[config.mk]
export PLATFORM = sky130hd
export DESIGN_NAME = flash_req_arbiter
export DESIGN_NICKNAME = d
export VERILOG_FILES = /design/src/rtl/flash_arb_pkg.sv /design/src/rtl/rr_arb2.sv /design/src/rtl/flash_req_arbiter.sv
export SDC_FILE = /design/constraint.sdc
export NUM_CORES = 1
export LEC_CHECK = 0
export ABC_CLOCK_PERIOD_IN_PS = 1500
export CAP_MARGIN = 20
export CORE_ASPECT_RATIO = 0.5
export CORE_UTILIZATION = 55
export DETAILED_ROUTE_END_ITERATION = 10
export DONT_BUFFER_PORTS = 1
export PLACE_DENSITY_LB_ADDON = 0.1
export SLEW_MARGIN = 40
export SYNTH_ARGS = -nofsm -noshare
export SYNTH_HDL_FRONTEND = slang
export SYNTH_SLANG_ARGS = --single-unit
export TNS_END_PERCENT = 20
[constraint.sdc]
create_clock -name i_clk -period 1.5 [get_ports i_clk]
set_input_delay 0.3 -clock i_clk [delete_from_list [all_inputs] [get_ports i_clk]]
set_output_delay 0.3 -clock i_clk [all_outputs]
set_load 0.02 [all_outputs]
[src/rtl/flash_arb_pkg.sv]
// Shared widths and FSM encoding for the two-requester flash op arbiter.
package flash_arb_pkg;

    localparam int TYP_W  = 2;
    localparam int ADDR_W = 24;
    localparam int NUM_W  = 9;
    localparam int DATA_W = 8;

    typedef enum logic [1:0] {
        ST_IDLE      = 2'd0,
        ST_ISSUE     = 2'd1,
        ST_WAIT_DONE = 2'd2
    } arb_state_t;

endpackage

[src/rtl/rr_arb2.sv]
// Two-input round-robin pick: on a tie the requester not granted last wins.
module rr_arb2 (
    input  logic [1:0] i_req,
    input  logic       i_ptr,
    output logic [1:0] o_win
);

    // i_ptr is the index of the last winner.
    always_comb begin
        o_win = i_req;
        if (i_req == 2'b11) begin
            o_win = i_ptr ? 2'b01 : 2'b10;
        end
    end

endmodule

[src/rtl/flash_req_arbiter.sv]
// Arbitrates two op/write/read requesters onto one flash_drive port; one op in flight at a time.
// Handshake: a transfer happens in a cycle where valid and ready are both 1; valid holds its payload until then.
module flash_req_arbiter
    import flash_arb_pkg::*;
#(
    parameter int P_RR_EN = 1
) (
    input  logic                  i_clk,
    input  logic                  i_rst,
    input  logic [2*TYP_W-1:0]    i_req_op_typ,
    input  logic [2*ADDR_W-1:0]   i_req_op_addr,
    input  logic [2*NUM_W-1:0]    i_req_op_num,
    input  logic [1:0]            i_req_op_valid,
    output logic [1:0]            o_req_op_ready,
    input  logic [2*DATA_W-1:0]   i_req_write_data,
    input  logic [1:0]            i_req_write_sop,
    input  logic [1:0]            i_req_write_eop,
    input  logic [1:0]            i_req_write_valid,
    output logic [2*DATA_W-1:0]   o_req_read_data,
    output logic [1:0]            o_req_read_sop,
    output logic [1:0]            o_req_read_eop,
    output logic [1:0]            o_req_read_valid,
    output logic [1:0]            o_grant,
    output logic [TYP_W-1:0]      o_op_typ,
    output logic [ADDR_W-1:0]     o_op_addr,
    output logic [NUM_W-1:0]      o_op_num,
    output logic                  o_op_valid,
    input  logic                  i_op_ready,
    output logic [DATA_W-1:0]     o_write_data,
    output logic                  o_write_sop,
    output logic                  o_write_eop,
    output logic                  o_write_valid,
    input  logic [DATA_W-1:0]     i_read_data,
    input  logic                  i_read_sop,
    input  logic                  i_read_eop,
    input  logic                  i_read_valid,
    output logic [1:0]            o_dbg_state
);

    arb_state_t          r_state;
    arb_state_t          w_next;
    logic [1:0]          r_grant;
    logic                r_ptr;
    logic                r_busy;
    logic [TYP_W-1:0]    r_typ;
    logic [ADDR_W-1:0]   r_addr;
    logic [NUM_W-1:0]    r_num;
    logic [1:0]          w_win;
    logic                w_ptr;
    logic                w_arb_go;
    logic                w_done;
    logic                w_sel;
    logic                w_own;

    // Fixed priority is a round-robin whose pointer always says "req1 went last".
    assign w_ptr    = (P_RR_EN != 0) ? r_ptr : 1'b1;
    assign w_arb_go = (r_state == ST_IDLE) && i_op_ready && (|i_req_op_valid);
    assign w_done   = (r_state == ST_WAIT_DONE) && r_busy && i_op_ready;

    rr_arb2 u_rr_arb2 (
        .i_req (i_req_op_valid),
        .i_ptr (w_ptr),
        .o_win (w_win)
    );

    always_ff @(posedge i_clk or negedge i_rst) begin
        if (!i_rst) begin
            r_state <= ST_IDLE;
        end else begin
            r_state <= w_next;
        end
    end

    always_comb begin
        w_next = r_state;
        case (r_state)
            ST_IDLE:      if (w_arb_go)   w_next = ST_ISSUE;
            ST_ISSUE:     if (i_op_ready) w_next = ST_WAIT_DONE;
            ST_WAIT_DONE: if (w_done)     w_next = ST_IDLE;
            default:                      w_next = ST_IDLE;
        endcase
    end

    always_ff @(posedge i_clk or negedge i_rst) begin
        if (!i_rst) begin
            r_grant <= 2'b00;
            r_ptr   <= 1'b1;
            r_busy  <= 1'b0;
            r_typ   <= '0;
            r_addr  <= '0;
            r_num   <= '0;
        end else begin
            if (w_arb_go) begin
                r_grant <= w_win;
                r_typ   <= w_win[1] ? i_req_op_typ[2*TYP_W-1 -: TYP_W]   : i_req_op_typ[TYP_W-1:0];
                r_addr  <= w_win[1] ? i_req_op_addr[2*ADDR_W-1 -: ADDR_W] : i_req_op_addr[ADDR_W-1:0];
                r_num   <= w_win[1] ? i_req_op_num[2*NUM_W-1 -: NUM_W]   : i_req_op_num[NUM_W-1:0];
                r_ptr   <= w_win[1];
            end
            // Completion needs the drive to have gone busy first, then ready again.
            if (r_state == ST_WAIT_DONE) begin
                if (w_done) begin
                    r_grant <= 2'b00;
                    r_busy  <= 1'b0;
                end else if (!i_op_ready) begin
                    r_busy  <= 1'b1;
                end
            end
        end
    end

    assign w_sel = r_grant[1];
    assign w_own = |r_grant;

    always_comb begin
        o_req_op_ready = w_arb_go ? w_win : 2'b00;
        o_op_valid     = (r_state == ST_ISSUE);
        o_write_valid  = w_own & i_req_write_valid[w_sel];
        o_write_sop    = w_own & i_req_write_sop[w_sel];
        o_write_eop    = w_own & i_req_write_eop[w_sel];
        o_write_data   = '0;
        if (w_own) begin
            o_write_data = w_sel ? i_req_write_data[2*DATA_W-1 -: DATA_W] : i_req_write_data[DATA_W-1:0];
        end
    end

    assign o_grant          = r_grant;
    assign o_op_typ         = r_typ;
    assign o_op_addr        = r_addr;
    assign o_op_num         = r_num;
    assign o_req_read_data  = {2{i_read_data}};
    assign o_req_read_valid = r_grant & {2{i_read_valid}};
    assign o_req_read_sop   = r_grant & {2{i_read_sop}};
    assign o_req_read_eop   = r_grant & {2{i_read_eop}};
    assign o_dbg_state      = r_state;

endmodule
==> metrics.csv, run 1 <==
stage,metric,value,unit
outcome,status,finished with violations,
outcome,failing checks,setup timing,
power_and_ir_drop,clock group share of total power,13.8,%
power_and_ir_drop,Pint,2.96,mW
die,IO Pins,183,
timing,max_slew headroom,75.5,%
power_and_ir_drop,Comb pwr share,39.5,%
timing,final number of hold-violating endpoints,0,
clock_network,CTS Buffer Depth,2,
yosys,Cells after Synth,226,
routing,Via density,6.18,
routing,detailed-route wire length per cell,19.3,um
timing,Worst Hold Slack,0.122,ns
yosys,Synth top cells by count,"60 x a21oi_1, 40 x dfrtp_1, 35 x mux2i_1",
yosys,"Cell Area, Synth",2370,um^2
flow_run,maxcap violations,0,
routing,DR pass1 iterations,4,
placed_design,port bufs,0,
timing,setup ws final,-0.0452,ns
timing,post-route clock period utilization,103,%
routing,final wirelength,5300,um
worst_setup_path,CP Launch Type,flip-flop,
clock_network,CTS tree,yes,
yosys,"area leader, netlist",dfrtp_1,
timing,skew final,0.00448,ns
clock_network,Num CTS Buffers,5,
worst_setup_path,"delay-heaviest family, CP",flip-flops,
yosys,post-synthesis sequential area ratio,43.4,%
finish,FILL cells,347,
placed_design,routability cong.,0.780,
power_and_ir_drop,sequential power share,46.7,%
die,die area,4590,um^2
yosys,"Primary FF master, synth",dfrtp_1,
yosys,Mapped Nets,334,
finish,share of layout cells above drive strength 1,25.9,%
global_routing,GRT overflow,0,
finish,Post-Layout Inst Area,2500,um^2
clock_network,clock insertion delay at the later pin of the skew report,0.28,ns
power_and_ir_drop,VDD IR max,914,uV
yosys,"FF+latch count, synth",41,
clock_network,clk root buf,clkbuf_8,
global_routing,initial antenna violation count,0,
die,die width,94.8,um
global_routing,vias in the first global route,1676,
finish,Non-Filler Instances,274,
worst_setup_path,Crit. End Element,primary output,
timing,Final setup viols,5,
yosys,"top cells by area, synth","dfrtp_1 42%, mux2i_1 15%, a21oi_1 13%, buf_4 5.4%, a21oi_2 4.4%",
power_and_ir_drop,PnR Total Power,5.60,mW
placed_design,Inst Count DP,261,
die,core box area,4000,um^2
power_and_ir_drop,Sw Share,47.2,%
routing,DRT iter0 DRCs,78,
die,Die H,48.4,um
timing,Final Critical Period,1.55,ns
placed_design,post-DP HPWL,3810,um
timing,unrepaired setup endpoints after global routing,yes,
routing,Via Count,1692,
worst_hold_path,Worst Hold Class,input pin to flip-flop,
placed_design,"worst slack, placed",0.127,ns
clock_network,CTS Sinks,41,
finish,FF+latch area,1030,um^2
placed_design,post-placement cell area,2310,um^2
power_and_ir_drop,Lkg Pwr,1.08,nW
routing,antenna-violating nets left,0,
yosys,most common cell in the netlist,a21oi_1,
global_routing,largest net degree at the start of global routing,42,
finish,Antenna Cells,0,
yosys,ys async rst share,100,%
clock_network,H-Tree Depth,2,
global_routing,Total Routing Usage GR,22.1,%
routing,DRC,0,
yosys,number of synthesized flops with an enable pin,0,
worst_setup_path,Crit Path Category,flip-flop to primary output,
timing,FMAX,647,MHz
power_and_ir_drop,NetSw,2.65,mW
yosys,Synth top area share,42.3,%
finish,fin nets,327,
die,Initial Util,59.2,%
finish,area of the multi-input gates,1090,um^2
worst_setup_path,Slowest Stage Delay on Critical Path,0.57,ns
worst_setup_path,CP required,1.20,ns
clock_network,clk slew on worst S/H paths,0.07,ns
finish,Area Overhead vs Synth,5.39,%
timing,fin. max-slew vios,0,
worst_setup_path,"Max FO, Critical Path",4,
yosys,Syn Area/Cell,10.5,um^2
yosys,number of distinct library cells after synthesis,27,
worst_setup_path,CP cell instances,"a21boi_4, nand3b_1, inv_2",
global_routing,first-pass GRT wire length,7850,um
die,# rows,16,
yosys,yosys warns,0,
worst_setup_path,"Buf+Inv Stages, Crit Path",1,
worst_setup_path,crit path DAT,1.25,ns
timing,slew at the pin closest to its max-slew limit,0.367,ns
power_and_ir_drop,Power Dens Cells,2240,nW/um^2
worst_setup_path,Worst path slowest cell,dfstp_2,
==> worst register-to-register path, cell delays in order (launching register included) <==
cell and delay (ns):
dfrtp_1 0.42, nor3b_4 0.26, buf_4 0.39, a21oi_1 0.15, a21oi_1 0.15
==> stage by stage <==
stage,setup TNS (ns),utilization [%]
2_1_floorplan,-0.0706,-
3_3_place_gp,0,57.8
3_5_place_dp,0,57.8
4_1_cts,-0.139,61.3
5_1_grt,-0.770,62.3
6_report,-0.101,62.3
==> cells in the final DEF, fill, tap and decap left out <==
cell / Yosys / final
clkbuf_8: 0 / 7
nor2b_1: 2 / 1
nand3_2: 0 / 1
a22o_2: 0 / 8
a21oi_1: 60 / 60
or2_2: 1 / 1
clkinv_2: 0 / 1
buf_6: 6 / 2
nor2_8: 1 / 1
and2_1: 6 / 6
inv_1: 3 / 1
nand2_1: 6 / 6
nor2b_4: 0 / 1
o21ai_0: 6 / 5
buf_4: 17 / 12
dfstp_2: 1 / 1
o21ai_1: 0 / 1
nor2_1: 2 / 2
a21oi_2: 12 / 12
nand3b_1: 2 / 2
a21o_2: 1 / 1
dlygate4sd3_1: 0 / 1
nand2b_1: 1 / 1
or3b_4: 1 / 1
a21boi_4: 0 / 1
inv_2: 0 / 2
mux2i_1: 35 / 35
nor3b_4: 1 / 1
a22o_1: 10 / 2
dfrtp_1: 40 / 40
buf_12: 2 / 4
==> what timing repair did <==
| action | CTS | global route |
|---|---|---|
| hold endpoints to repair | 41 | 0 |
| buffers inserted | 0 | 3 |
| pin swaps | 1 | 2 |
| gates resized for setup | 8 | 7 |
| hold buffers | 2 | 0 |
| endpoints found under the setup margin | 10 | 14 |
==> area by class of cell <==
cell class / count / area share (%)
inverters: 3 / 0.451
clock inverters: 1 / 0.201
repair buffers: 19 / 8.12
clock buffers: 7 / 3.86
multi-input cells: 149 / 43.5
well taps: 54 / 2.71
flip-flops and latches: 41 / 41.2
==> sequential cells by signal (all words and copies together), names as in the netlist <==
register,cells
o_dbg_state,2
o_grant,2
o_op_addr,24
o_op_num,9
o_op_typ,2
r_busy,1
r_ptr,1
==> path summary, 6_finish.rpt <==
| check | from | end | slack, ns | depth (start not counted) |
|---|---|---|---|---|
| hold / removal | i_op_ready | r_busy$_DFFE_PN0P_ | 0.12 | 1 |
| min in group asynchronous | i_rst | o_op_num[8]$_DFFE_PN0P_ | 0.47 | 2 |
| setup / recovery | r_ptr$_DFFE_PN1P_ | o_req_op_ready[0] | -0.05 | 3 |
| hold reg to reg | r_busy$_DFFE_PN0P_ | r_busy$_DFFE_PN0P_ | 0.50 | 2 |
| setup reg to reg | o_dbg_state[1]$_DFFE_PN0P_ | o_op_addr[16]$_DFFE_PN0P_ | 0.05 | 4 |
| max in group asynchronous | i_rst | r_ptr$_DFFE_PN1P_ | 0.76 | 2 |
==> power groups by stage <==
stage	sequential, mW	clock [mW]	combinational [mW]
6_report	2.62	0.774	2.21
3_5_place_dp	2.64	0	2.11
2_1_floorplan	2.60	0	1.79
4_1_cts	2.62	0.799	2.16
3_3_place_gp	2.63	0	2.05
5_1_grt	2.68	0.848	2.43
==> layer usage <==
layer	up-vias	track usage, %	wire length, um
met3	2	7.86	516
met5	-	0	0
li1	776	-	-
met4	0	4.55	22
met2	101	39.1	2690
met1	813	25.8	2070
==> logic make-up after synthesis <==
kind of cell	after synthesis	share of synthesized area, %
mux	35	14.8
flops	41	43.4
simple gates	24	6.87
buf+inv	36	12.2
compound gates	90	22.8
Power figures use the tool's default switching activity.
==> run 2: changes to the inputs <==
Settings changed: SLEW_MARGIN 40 to 20.
==> results of run 2 <==
The final DEF is identical to that of run 1; final timing and power are the same.
